`src/rtl/exec_pkg.sv`:
```
// Shared encodings for the execute stage: ALU operations, branch conditions,
// control-bundle bit positions and the sequencing state type.
package exec_pkg;

   localparam int DATA_W = 32;
   localparam int ITERS  = 32;

   typedef enum logic [4:0] {
      OP_ADD   = 5'd0,
      OP_SUB   = 5'd1,
      OP_AND   = 5'd2,
      OP_OR    = 5'd3,
      OP_XOR   = 5'd4,
      OP_SLL   = 5'd5,
      OP_SRL   = 5'd6,
      OP_SRA   = 5'd7,
      OP_SLT   = 5'd8,
      OP_SLTU  = 5'd9,
      OP_PASSB = 5'd10,
      OP_MUL   = 5'd11,
      OP_MULH  = 5'd12,
      OP_MULHU = 5'd13,
      OP_DIV   = 5'd14,
      OP_DIVU  = 5'd15,
      OP_REM   = 5'd16,
      OP_REMU  = 5'd17
   } alu_op_e;

   typedef enum logic [2:0] {
      BR_BEQ  = 3'b000,
      BR_BNE  = 3'b001,
      BR_BLT  = 3'b100,
      BR_BGE  = 3'b101,
      BR_BLTU = 3'b110,
      BR_BGEU = 3'b111
   } br_funct3_e;

   // Bit positions inside the 6-bit control bundle
   localparam int CTRL_MEM_READ    = 5;
   localparam int CTRL_MEM_WRITE   = 4;
   localparam int CTRL_MEM_TO_REG  = 3;
   localparam int CTRL_REG_WRITE   = 2;
   localparam int CTRL_REG_DATASRC = 1;
   localparam int CTRL_PCSRC       = 0;

   typedef enum logic {
      ST_IDLE = 1'b0,
      ST_BUSY = 1'b1
   } exec_state_e;

   function automatic logic is_multi_op(alu_op_e op);
      return op inside {OP_MUL, OP_MULH, OP_MULHU, OP_DIV, OP_DIVU, OP_REM, OP_REMU};
   endfunction

   function automatic logic is_div_op(alu_op_e op);
      return op inside {OP_DIV, OP_DIVU, OP_REM, OP_REMU};
   endfunction

endpackage

```
`src/rtl/execute_stage_muldiv_unit.sv`:
```
// Iterative 32-step multiplier / restoring divider working on operand
// magnitudes; the sign of the result is restored on the final step.
module muldiv_unit
   import exec_pkg::*;
(
   input  logic              clk,
   input  logic              rst,
   input  logic              start,
   input  logic              abort,
   input  alu_op_e           op,
   input  logic [DATA_W-1:0] a,
   input  logic [DATA_W-1:0] b,
   output logic              busy,
   output logic              done,
   output logic [DATA_W-1:0] result
);

   logic [2*DATA_W-1:0] acc_p0;
   logic [2*DATA_W-1:0] acc_step;
   logic [2*DATA_W-1:0] prod;
   logic [DATA_W-1:0]   opd_p0;
   logic [DATA_W-1:0]   a_mag;
   logic [DATA_W-1:0]   b_mag;
   logic [DATA_W-1:0]   quo;
   logic [DATA_W-1:0]   rem;
   logic [DATA_W:0]     mul_sum;
   logic [DATA_W:0]     div_shift;
   logic                div_ge;
   logic                a_neg;
   logic                b_neg;
   logic                op_signed;
   logic [4:0]          cnt_p0;
   logic                busy_p0;
   logic                neg_res_p0;
   logic                neg_rem_p0;
   alu_op_e             op_p0;

   function automatic logic [DATA_W-1:0] cond_neg(logic [DATA_W-1:0] v, logic neg);
      return neg ? (~v + 1'b1) : v;
   endfunction

   function automatic logic [2*DATA_W-1:0] cond_neg_wide(logic [2*DATA_W-1:0] v, logic neg);
      return neg ? (~v + 1'b1) : v;
   endfunction

   // Operand sign detection and magnitude extraction at start
   always_comb begin
      op_signed = op inside {OP_MUL, OP_MULH, OP_DIV, OP_REM};
      a_neg     = op_signed & a[DATA_W-1];
      b_neg     = op_signed & b[DATA_W-1];
      a_mag     = cond_neg(a, a_neg);
      b_mag     = cond_neg(b, b_neg);
   end

   // One shift-add or restore-subtract step, plus sign fix-up of the final value
   always_comb begin
      mul_sum   = {1'b0, acc_p0[2*DATA_W-1:DATA_W]} + (acc_p0[0] ? {1'b0, opd_p0} : '0);
      div_shift = {acc_p0[2*DATA_W-1:DATA_W], acc_p0[DATA_W-1]};
      div_ge    = (div_shift >= {1'b0, opd_p0});
      if (is_div_op(op_p0)) begin
         // partial remainder is always below twice the divisor, so the
         // 32-bit wrapped difference is exact whenever div_ge holds
         acc_step = {(div_ge ? (div_shift[DATA_W-1:0] - opd_p0) : div_shift[DATA_W-1:0]),
                     acc_p0[DATA_W-2:0], div_ge};
      end else begin
         acc_step = {mul_sum, acc_p0[DATA_W-1:1]};
      end
      prod = cond_neg_wide(acc_step, neg_res_p0);
      quo  = cond_neg(acc_step[DATA_W-1:0], neg_res_p0);
      rem  = cond_neg(acc_step[2*DATA_W-1:DATA_W], neg_rem_p0);
      case (op_p0)
         OP_MUL:           result = prod[DATA_W-1:0];
         OP_MULH,
         OP_MULHU:         result = prod[2*DATA_W-1:DATA_W];
         OP_DIV, OP_DIVU:  result = quo;
         default:          result = rem;
      endcase
   end

   // Iteration control: count 32 steps, abortable by a flush
   always_ff @(posedge clk or posedge rst) begin
      if (rst) begin
         busy_p0 <= 1'b0;
         cnt_p0  <= '0;
      end else if (abort) begin
         busy_p0 <= 1'b0;
         cnt_p0  <= '0;
      end else if (start) begin
         busy_p0 <= 1'b1;
         cnt_p0  <= '0;
      end else if (busy_p0) begin
         cnt_p0 <= cnt_p0 + 5'd1;
         if (cnt_p0 == 5'(ITERS - 1)) busy_p0 <= 1'b0;
      end
   end

   // Datapath registers: load magnitudes on start, then step each busy cycle
   always_ff @(posedge clk) begin
      if (start) begin
         op_p0      <= op;
         opd_p0     <= is_div_op(op) ? b_mag : a_mag;
         acc_p0     <= {{DATA_W{1'b0}}, (is_div_op(op) ? a_mag : b_mag)};
         neg_res_p0 <= a_neg ^ b_neg;
         neg_rem_p0 <= a_neg;
      end else if (busy_p0) begin
         acc_p0 <= acc_step;
      end
   end

   assign busy = busy_p0;
   assign done = busy_p0 && (cnt_p0 == 5'(ITERS - 1));

endmodule

```
`src/rtl/execute_stage.sv`:
```
// Execute stage: single-cycle ALU, branch/jump resolution and an iterative
// multiply/divide path that stalls decode until its result registers.
module execute_stage
   import exec_pkg::*;
(
   input  logic        clk,
   input  logic        rst,
   input  logic        flush,
   input  logic        in_valid,
   input  logic [31:0] pc,
   input  logic [31:0] rs1_data,
   input  logic [31:0] rs2_data,
   input  logic [31:0] imm,
   input  logic [4:0]  alu_op,
   input  logic        AluSrc,
   input  logic [2:0]  br_funct3,
   input  logic        Branch,
   input  logic        Jump,
   input  logic [5:0]  in_ctrl,
   input  logic [4:0]  in_RegDest,
   output logic        stall,
   output logic        out_valid,
   output logic [31:0] alu_result,
   output logic [31:0] store_data,
   output logic [5:0]  out_ctrl,
   output logic [4:0]  out_RegDest,
   output logic        branch_taken,
   output logic [31:0] branch_target
);

   alu_op_e            op;
   exec_state_e        state;
   exec_state_e        state_d;
   logic [DATA_W-1:0]  opb;
   logic signed [31:0] sa;
   logic signed [31:0] sb;
   logic signed [31:0] s2;
   logic [DATA_W-1:0]  single_res;
   logic               br_cond;
   logic               div_zero;
   logic               div_ovf;
   logic               multi;
   logic               start;
   logic               md_busy;
   logic               md_done;
   logic [DATA_W-1:0]  md_result;

   assign op  = alu_op_e'(alu_op);
   assign opb = AluSrc ? imm : rs2_data;
   assign sa  = rs1_data;
   assign sb  = opb;
   assign s2  = rs2_data;

   // Division corner cases resolve in one cycle and never enter the iterative path
   always_comb begin
      div_zero = is_div_op(op) && (opb == '0);
      div_ovf  = (op inside {OP_DIV, OP_REM}) && (rs1_data == 32'h8000_0000) && (opb == 32'hFFFF_FFFF);
      multi    = is_multi_op(op) && !Branch && !Jump && !div_zero && !div_ovf;
   end

   // Single-cycle result: jump link address, zero for branches, else ALU
   always_comb begin
      single_res = '0;
      if (Jump) begin
         single_res = pc + 32'd4;
      end else if (!Branch) begin
         case (op)
            OP_ADD:          single_res = rs1_data + opb;
            OP_SUB:          single_res = rs1_data - opb;
            OP_AND:          single_res = rs1_data & opb;
            OP_OR:           single_res = rs1_data | opb;
            OP_XOR:          single_res = rs1_data ^ opb;
            OP_SLL:          single_res = rs1_data << opb[4:0];
            OP_SRL:          single_res = rs1_data >> opb[4:0];
            OP_SRA:          single_res = sa >>> opb[4:0];
            OP_SLT:          single_res = {31'b0, (sa < sb)};
            OP_SLTU:         single_res = {31'b0, (rs1_data < opb)};
            OP_PASSB:        single_res = opb;
            OP_DIV, OP_DIVU: single_res = div_zero ? 32'hFFFF_FFFF : 32'h8000_0000;
            OP_REM, OP_REMU: single_res = div_zero ? rs1_data : 32'h0;
            default:         single_res = '0;
         endcase
      end
   end

   // Branch condition evaluation on the raw register operands
   always_comb begin
      case (br_funct3_e'(br_funct3))
         BR_BEQ:  br_cond = (rs1_data == rs2_data);
         BR_BNE:  br_cond = (rs1_data != rs2_data);
         BR_BLT:  br_cond = (sa < s2);
         BR_BGE:  br_cond = (sa >= s2);
         BR_BLTU: br_cond = (rs1_data < rs2_data);
         BR_BGEU: br_cond = (rs1_data >= rs2_data);
         default: br_cond = 1'b0;
      endcase
   end

   // Sequencing state register
   always_ff @(posedge clk or posedge rst) begin
      if (rst) state <= ST_IDLE;
      else     state <= state_d;
   end

   // Next state, stall and iterative-unit start
   always_comb begin
      state_d = state;
      stall   = 1'b0;
      start   = 1'b0;
      case (state)
         ST_IDLE: begin
            stall = in_valid && multi;
            if (!flush && in_valid && multi) begin
               state_d = ST_BUSY;
               start   = 1'b1;
            end
         end
         ST_BUSY: begin
            stall = md_busy && !md_done;
            if (flush || md_done) state_d = ST_IDLE;
         end
         default: state_d = ST_IDLE;
      endcase
   end

   muldiv_unit u_muldiv (
      .clk    (clk),
      .rst    (rst),
      .start  (start),
      .abort  (flush),
      .op     (op),
      .a      (rs1_data),
      .b      (opb),
      .busy   (md_busy),
      .done   (md_done),
      .result (md_result)
   );

   // Output register toward memory: completion, capture, or bubble
   always_ff @(posedge clk or posedge rst) begin
      if (rst) begin
         out_valid     <= 1'b0;
         alu_result    <= '0;
         store_data    <= '0;
         out_ctrl      <= '0;
         out_RegDest   <= '0;
         branch_taken  <= 1'b0;
         branch_target <= '0;
      end else if (flush) begin
         out_valid    <= 1'b0;
         out_ctrl     <= '0;
         branch_taken <= 1'b0;
      end else if (state == ST_BUSY && md_done) begin
         out_valid     <= 1'b1;
         alu_result    <= md_result;
         store_data    <= rs2_data;
         out_ctrl      <= in_ctrl;
         out_RegDest   <= in_RegDest;
         branch_taken  <= 1'b0;
         branch_target <= pc + imm;
      end else if (state == ST_IDLE && in_valid && !stall) begin
         out_valid     <= 1'b1;
         alu_result    <= single_res;
         store_data    <= rs2_data;
         out_ctrl      <= in_ctrl;
         out_RegDest   <= in_RegDest;
         branch_taken  <= Jump || (Branch && br_cond);
         branch_target <= pc + imm;
      end else begin
         out_valid    <= 1'b0;
         out_ctrl     <= '0;
         branch_taken <= 1'b0;
      end
   end

endmodule
```
`config.mk`:
```
export PLATFORM = sky130hd
export DESIGN_NAME = execute_stage
export DESIGN_NICKNAME = d
export VERILOG_FILES = /design/src/rtl/exec_pkg.sv /design/src/rtl/execute_stage_muldiv_unit.sv /design/src/rtl/execute_stage.sv
export SDC_FILE = /design/constraint.sdc
export NUM_CORES = 2
export LEC_CHECK = 0
export ABC_AREA = 1
export CAP_MARGIN = 10
export CORE_MARGIN = 3
export CORE_UTILIZATION = 35
export CTS_CLUSTER_DIAMETER = 120
export CTS_CLUSTER_SIZE = 12
export DETAILED_ROUTE_END_ITERATION = 10
export GPL_TIMING_DRIVEN = 1
export PLACE_DENSITY = 0.65
export REMOVE_ABC_BUFFERS = 1
export SETUP_SLACK_MARGIN = 0.2
export SYNTH_ARGS = -nofsm -noshare
export SYNTH_HDL_FRONTEND = slang
export SYNTH_HIERARCHICAL = 1
export SYNTH_SLANG_ARGS = --single-unit
```
`constraint.sdc`:
```
create_clock -name clk -period 5.16 [get_ports clk]
set_input_delay 1.032 -clock clk [delete_from_list [all_inputs] [get_ports clk]]
set_output_delay 1.032 -clock clk [all_outputs]
set_load 0.05 [all_outputs]
```
# Yosys cells after proc, flatten, opt, wreduce, memory -nomap -nowiden
# Index checks and enable logic that the tools add are counted.
# Widths: inputs -> output; s select.
word_totals:
  in_bits: 154
  regBits: 219
  elab_cells: 175
  output_inout_bits: 110
classes:
  muxes: 49
  magnitude_cmp: 7
  bitwise: 13
  n_eq_ne: 34
  n_addsub: 12
  shifts: 3
  reduce_logical: 41
ops:
  columns: ["op", "count"]
  rows:
  - ["$mux 32", 20]
  - ["$pmux 32 s13", 1]
  - ["$add 32x1->32 const B", 4]
  - ["$lt 32x32->1", 4]
  - ["$mux 64", 2]
  - ["$not 32->32", 4]
  - ["$pmux 32 s3", 1]
  - ["$eq 5x4->1 const B", 13]
  - ["$add 32x32->32", 2]
  - ["$add 64x1->64 const B", 1]
  - ["$eq 32x32->1 const B", 2]
  - ["$ge 32x32->1", 2]
  - ["$not 64->64", 1]
  - ["$sub 32x32->32", 2]
  - ["$add 32x32->33", 1]
  - ["$ge 33x32->1", 1]
  - ["$add 32x3->32 const B", 1]
  - ["$and 32x32->32", 1]
  - ["$eq 32x32->1", 1]
  - ["$logic_not 32->1", 1]
  - ["$ne 32x32->1", 1]
  - ["$or 32x32->32", 1]
  - ["$shl 32x5->32", 1]
  - ["$shr 32x5->32", 1]
  - ["29 further kinds", 90]

# Depth between registers and ports, before layout
logic_depth:
  word_depth: 13
  depth_mapped: 31
  depth_no_buf: 31

# Hierarchy
# Netlist, hierarchy kept.
modules_own_cells:
  columns: ["module", "seq_area_each_um2", "n_inst", "area_each_um2", "cells_each"]
  rows:
  - ["execute_stage", 2752.6, 1, 19545.0, 3594]
  - ["muldiv_unit", 2922.8, 1, 15677.5, 2767]

# Least setup slack after synthesis
# No wires, ideal clock.
synth_path:
  kind: "input port to flip-flop"
  start: "input port AluSrc"
  end: "register u_muldiv.acc_p0[0] (enable)"
  n_path_buf: 3
  setup_slack_ps: -967
  t_required_ps: 4751
  t_arrival_ps: 5718
  path_stages: 14
  setup_ps: 409
  cell_sequence: "buf_6 -> buf_6 -> o21ai_1 -> nor2_1 -> nand2_1 -> nor2_1 -> nand2_1 -> nor2_2 -> inv_2 -> nand3_2 -> nor2_1 -> nor2_1 -> inv_2 -> clkbuf_1"
synth_via:
  elab_chain_len: 10
  elab_cells_between_ends: 13
  cone_classes: "1 x eq/ne; 3 x mux; 9 x reduce/logical"
synth_lines:
  columns: ["element", "line_no", "source"]
  rows:
  - ["from (decl)", "execute_stage.sv:15", "input logic AluSrc,"]
  - ["$mux 32 (*)", "execute_stage.sv:49", "assign opb = AluSrc ? imm : rs2_data;"]
  - ["via opb[23]", "execute_stage.sv:34", "logic [DATA_W-1:0] opb;"]
  - ["$logic_not 32->1", "execute_stage.sv:56", "div_zero = is_div_op(op) && (opb == '0);"]
  - ["$logic_and 1x1->1", "execute_stage.sv:56", null]
  - ["$logic_not 1->1", "execute_stage.sv:58", "multi = is_multi_op(op) && !Branch && !Jump && !div_zero && !div_ovf;"]
  - ["$logic_and 1x1->1", "execute_stage.sv:58", null]
  - ["$logic_and 1x1->1 (*)", "execute_stage.sv:58", null]
  - ["$logic_and 1x1->1 (*)", "execute_stage.sv:113", "if (!flush && in_valid && multi) begin"]
  - ["$mux 1 (*)", "execute_stage.sv:113", null]
  - ["$mux 1 (*)", "execute_stage.sv:110", "case (state)"]
  - ["via start", "execute_stage.sv:43", "logic start;"]
  - ["$reduce_bool 2->1 (no line) (*)", null, null]
  - ["to (signal assigned)", "execute_stage_muldiv_unit.sv:102", "acc_p0 <= {{DATA_W{1'b0}}, (is_div_op(op) ? a_mag : b_mag)};"]
  - ["to (signal assigned)", "execute_stage_muldiv_unit.sv:106", "acc_p0 <= acc_step;"]
  - ["to (decl)", "execute_stage_muldiv_unit.sv:18", "logic [2*DATA_W-1:0] acc_p0;"]
# Mark *: on every way through the listed nets, which the timed path passes. The rest lies on a longest branch.
# A chain may end at the register's enable or synchronous reset.

# Worst setup path after layout
layout_path:
  start: "input port alu_op[4]"
  end: "output port stall"
layout_via:
  elab_chain_len: 8
  elab_cells_between_ends: 21
  cone_classes: "7 x eq/ne; 1 x mux; 13 x reduce/logical"
layout_lines:
  columns: ["element", "line_no", "source"]
  rows:
  - ["from (decl)", "execute_stage.sv:14", "input logic [4:0] alu_op,"]
  - ["$eq 5x4->1 (tied with other cells)", "exec_pkg.sv:52", "return op inside {OP_MUL, OP_MULH, OP_MULHU, OP_DIV, OP_DIVU, OP_REM, OP_REMU};"]
  - ["$reduce_bool 7->1 (tied with other cells)", "exec_pkg.sv:52", null]
  - ["$logic_and 1x1->1 (on tied branches)", "execute_stage.sv:58, execute_stage.sv:56, execute_stage.sv:57", null]
  - ["$logic_and 1x1->1 (tied with other cells)", "execute_stage.sv:58", null]
  - ["$logic_and 1x1->1 / $logic_not 1->1 (equally long branches)", "execute_stage.sv:58", null]
  - ["$logic_and 1x1->1 (*)", "execute_stage.sv:58", null]
  - ["$logic_and 1x1->1 (*)", "execute_stage.sv:112", "stall = in_valid && multi;"]
  - ["$pmux 1 s2 (*)", "execute_stage.sv:110", null]
  - ["to (decl)", "execute_stage.sv:21", "output logic stall,"]
# Mark *: on every way between the ends. The rest lies on a longest branch, timed or not.

==> summary.txt <==
Period utilisation layout = 0.9501
WHS = 482.7 ps
Initial Util = 0.3553
Seq/Total Area, Yosys = 0.1611
Final WS setup = 257.6 ps
Unrepaired setup endpoints after global routing = true
Nets = 7218
I/O Buffers = 263
Yosys cell types = 58
FILL cells = 11040
Endpoints failing setup = 0
Final hold vios = 0
Die height = 323.2 um
Synthesized cell area = 35220 sq um
Placer congestion estimate = 1.084
Ys flop type = dfrtp_1
Top Ports = 264
Post-synth EDFFs = 71
Drt first pass iters = 9
Achievable frequency = 0.2040 GHz
Cells after Synth = 6361
CTS H-Tree Depth = 1
Die width = 323.2 um
DRT iter0 DRCs = 6648
Core footprint = 99140 sq um
Async S/R FF share, synth = 0.5297
Status = complete, no violations
DR vias/cell = 5.714
Routed WL = 211400 um
Largest net degree at the start of global routing = 79
Vias in the first global route = 42490
Fin util = 0.4284
Worst-path cell chain = clkdlybuf4s50_1 -> inv_1 -> nand4_1 -> buf_4 -> nand2_1 -> buf_4 -> a21oi_1 -> nor3_1 -> nand3_2 -> o21ai_0 -> buf_4
DP Worst Slack = 30.18 ps
Detail Placement HPWL = 177000 um
Commonest non-fill, non-tap cell in the layout = nand2_1
Worst VDD drop = 235.5 uV
DR vias = 46450
Kind of critical path = input pin to output port
Clock transition at path regs = 70 ps
Leakage = 21.80 nW
Slew headroom = 0.3464
WL/cell = 26.01 um
Die ar. = 104500 sq um
Layout cells sized above 1 = 0.08817
Overflow after GRT = 0
Worst slew pin tran = 973.8 ps
Power Dens Cells = 280.6 nW/um^2
Slowest-stage cell, CP = clkdlybuf4s50_1
Seq cells post-synth = 219
Max stage delay on crit path = 650 ps
Num CTS Buffers = 22
Root Buffer = clkbuf_16
Clock Skew = 27.39 ps
DR DRC count = 0
Hold Crit Class = flip-flop to flip-flop
Skew-Pair Late Insertion Delay = 580 ps
Antenna viol nets, final = 0
Synth Warn # = 6
CTS Hold Bufs = 0
Commonest non-fill, non-tap cells in the layout = nand2_1 (2016), inv_1 (831), nand3_1 (764), nor2_1 (672), buf_4 (371)
FP Rows = 115
Req. time, crit path = 4130 ps
CTS max path bufs = 3
Top cell by count, worst path = buf_4
Crit-path max FO = 8
Setup crit end kind = output port
Slew Limit Fails = 0
Startpoint Class = input pin
Max_cap viols = 0
Post-CTS Setup Repair Bufs = 0
Synth Area per Inst = 5.537 sq um
Data arrival, critical path = 3870 ps
Min cycle time layout = 4902 ps
CTS tree = built
CTS Sinks = 219
Antenna violations before repair = 14
Gr usage total = 0.3887
First-pass GRT wire length = 296700 um
Synth-to-Final Area Change = 20.57%
==> cell usage after synthesis, types with 15 or more instances <==
cell,n,area share
xor2_1,96,0.024
nand4_1,94,0.017
buf_6,18,0.0058
ha_1,231,0.082
inv_1,832,0.089
or2_2,19,0.0034
nor3_1,79,0.011
o21ai_1,89,0.013
nand2_1,2017,0.21
nand3_1,764,0.11
nand2_2,50,0.0089
inv_2,18,0.0019
edfxtp_1,71,0.061
a21oi_1,299,0.042
o21ai_0,296,0.042
xnor2_1,35,0.0087
o22ai_1,63,0.011
a31oi_1,22,0.0039
o21bai_1,16,0.0034
buf_1,33,0.0035
buf_2,52,0.0074
nor2_2,38,0.0067
nor2_1,676,0.072
o21ai_2,15,0.0037
dfrtp_1,116,0.082
clkbuf_1,105,0.011
nand3b_1,25,0.0053
dfxtp_1,32,0.018
o211ai_1,39,0.0083
==> final timing paths <==
| check | slack, ps | end | startpoint | depth (start not counted) |
|---|---|---|---|---|
| setup / recovery | 260 | stall | alu_op[4] | 11 |
| hold / removal | 480 | branch_target[31] | branch_target[31] | 2 |
| setup reg to reg | 400 | alu_result[14] | u_muldiv/opd_p0[28] | 27 |
| hold reg to reg | 480 | branch_target[31] | branch_target[31] | 2 |
| max in group asynchronous | 3350 | store_data[19] | rst | 3 |
| min in group asynchronous | 760 | u_muldiv/cnt_p0[0] | rst | 2 |
==> where the power goes <==
| part | leakage [nW] | total (mW) | switching, mW | internal [mW] |
|---|---|---|---|---|
| combinational | 19.1 | 7.95 | 5.53 | 2.41 |
| clock | 0.308 | 1.63 | 0.808 | 0.821 |
| sequential | 2.39 | 2.34 | 0.277 | 2.06 |
| total | 21.8 | 11.9 | 6.62 | 5.30 |
==> per-stage QoR <==
step | setup TNS (ps) | total power [mW] | std cells | area (sq um)
floorplan | -514650 | 6.875 | 6142 | 34140
global placement | 0 | 10.06 | 8091 | 41810
detailed placement | 0 | 10.05 | 8091 | 41810
CTS | 0 | 11.72 | 8126 | 42460
global route | 0 | 12.58 | 8127 | 42460
finish | 0 | 11.92 | 8129 | 42470
==> flip-flops by register name, indices dropped and copies added, names as in the netlist <==
signal               flops
out_valid                1
branch_taken             1
u_muldiv/busy            1
branch_target           32
state                    1
u_muldiv/neg_rem_p0      1
u_muldiv/op_p0           5
u_muldiv/neg_res_p0      1
out_ctrl                 6
u_muldiv/cnt_p0          5
store_data              32
u_muldiv/acc_p0         64
out_RegDest              5
u_muldiv/opd_p0         32
alu_result              32
==> cell families (layout without fill, tap and decap cells) <==
family	after synthesis	in the layout	synth area share
buf+inv	1077	1555	0.1223
other cells	0	3	0
compound gates	889	889	0.1392
fa+ha+maj	236	236	0.08490
xor+xnor	131	131	0.03257
flops	219	219	0.1611
simple gates	3809	3809	0.4599
==> layout make-up <==
type / instances / area, sq um / area share
diodes: 3 / 7.507 / 0.0001768
clock buffers: 33 / 611.8 / 0.01441
clock inverters: 2 / 37.54 / 0.0008839
inverters: 858 / 3226 / 0.07595
multi-input cells: 5065 / 25320 / 0.5961
flip-flops and latches: 219 / 5675 / 0.1336
well taps: 1287 / 1610 / 0.03792
repair buffers: 662 / 5983 / 0.1409
==> worst max-delay path, delay by kind of cell <==
family / cells / cell delay, ps
AO/OA/AOI/OAI: 2 / 720
buffers and inverters: 5 / 1430
AND/OR/NAND/NOR: 4 / 690
==> routing by layer <==
metal / wire length (um) / part of all wire / vias to the layer above / GRT usage
li1: - / - / 21540 / -
met5: 55 / 0.00026 / - / 0
met4: 10190 / 0.048 / 8 / 0.1543
met3: 21710 / 0.10 / 402 / 0.07433
met1: 92280 / 0.44 / 21920 / 0.5507
met2: 87200 / 0.41 / 2581 / 0.5779
==> what timing repair did <==
action | in CTS | in global routing
hold endpoints to repair | 0 | 0
gates resized for setup | 0 | 2
setup endpoints to repair | 0 | 4
Note: power is estimated with default switching activity, not from simulation.
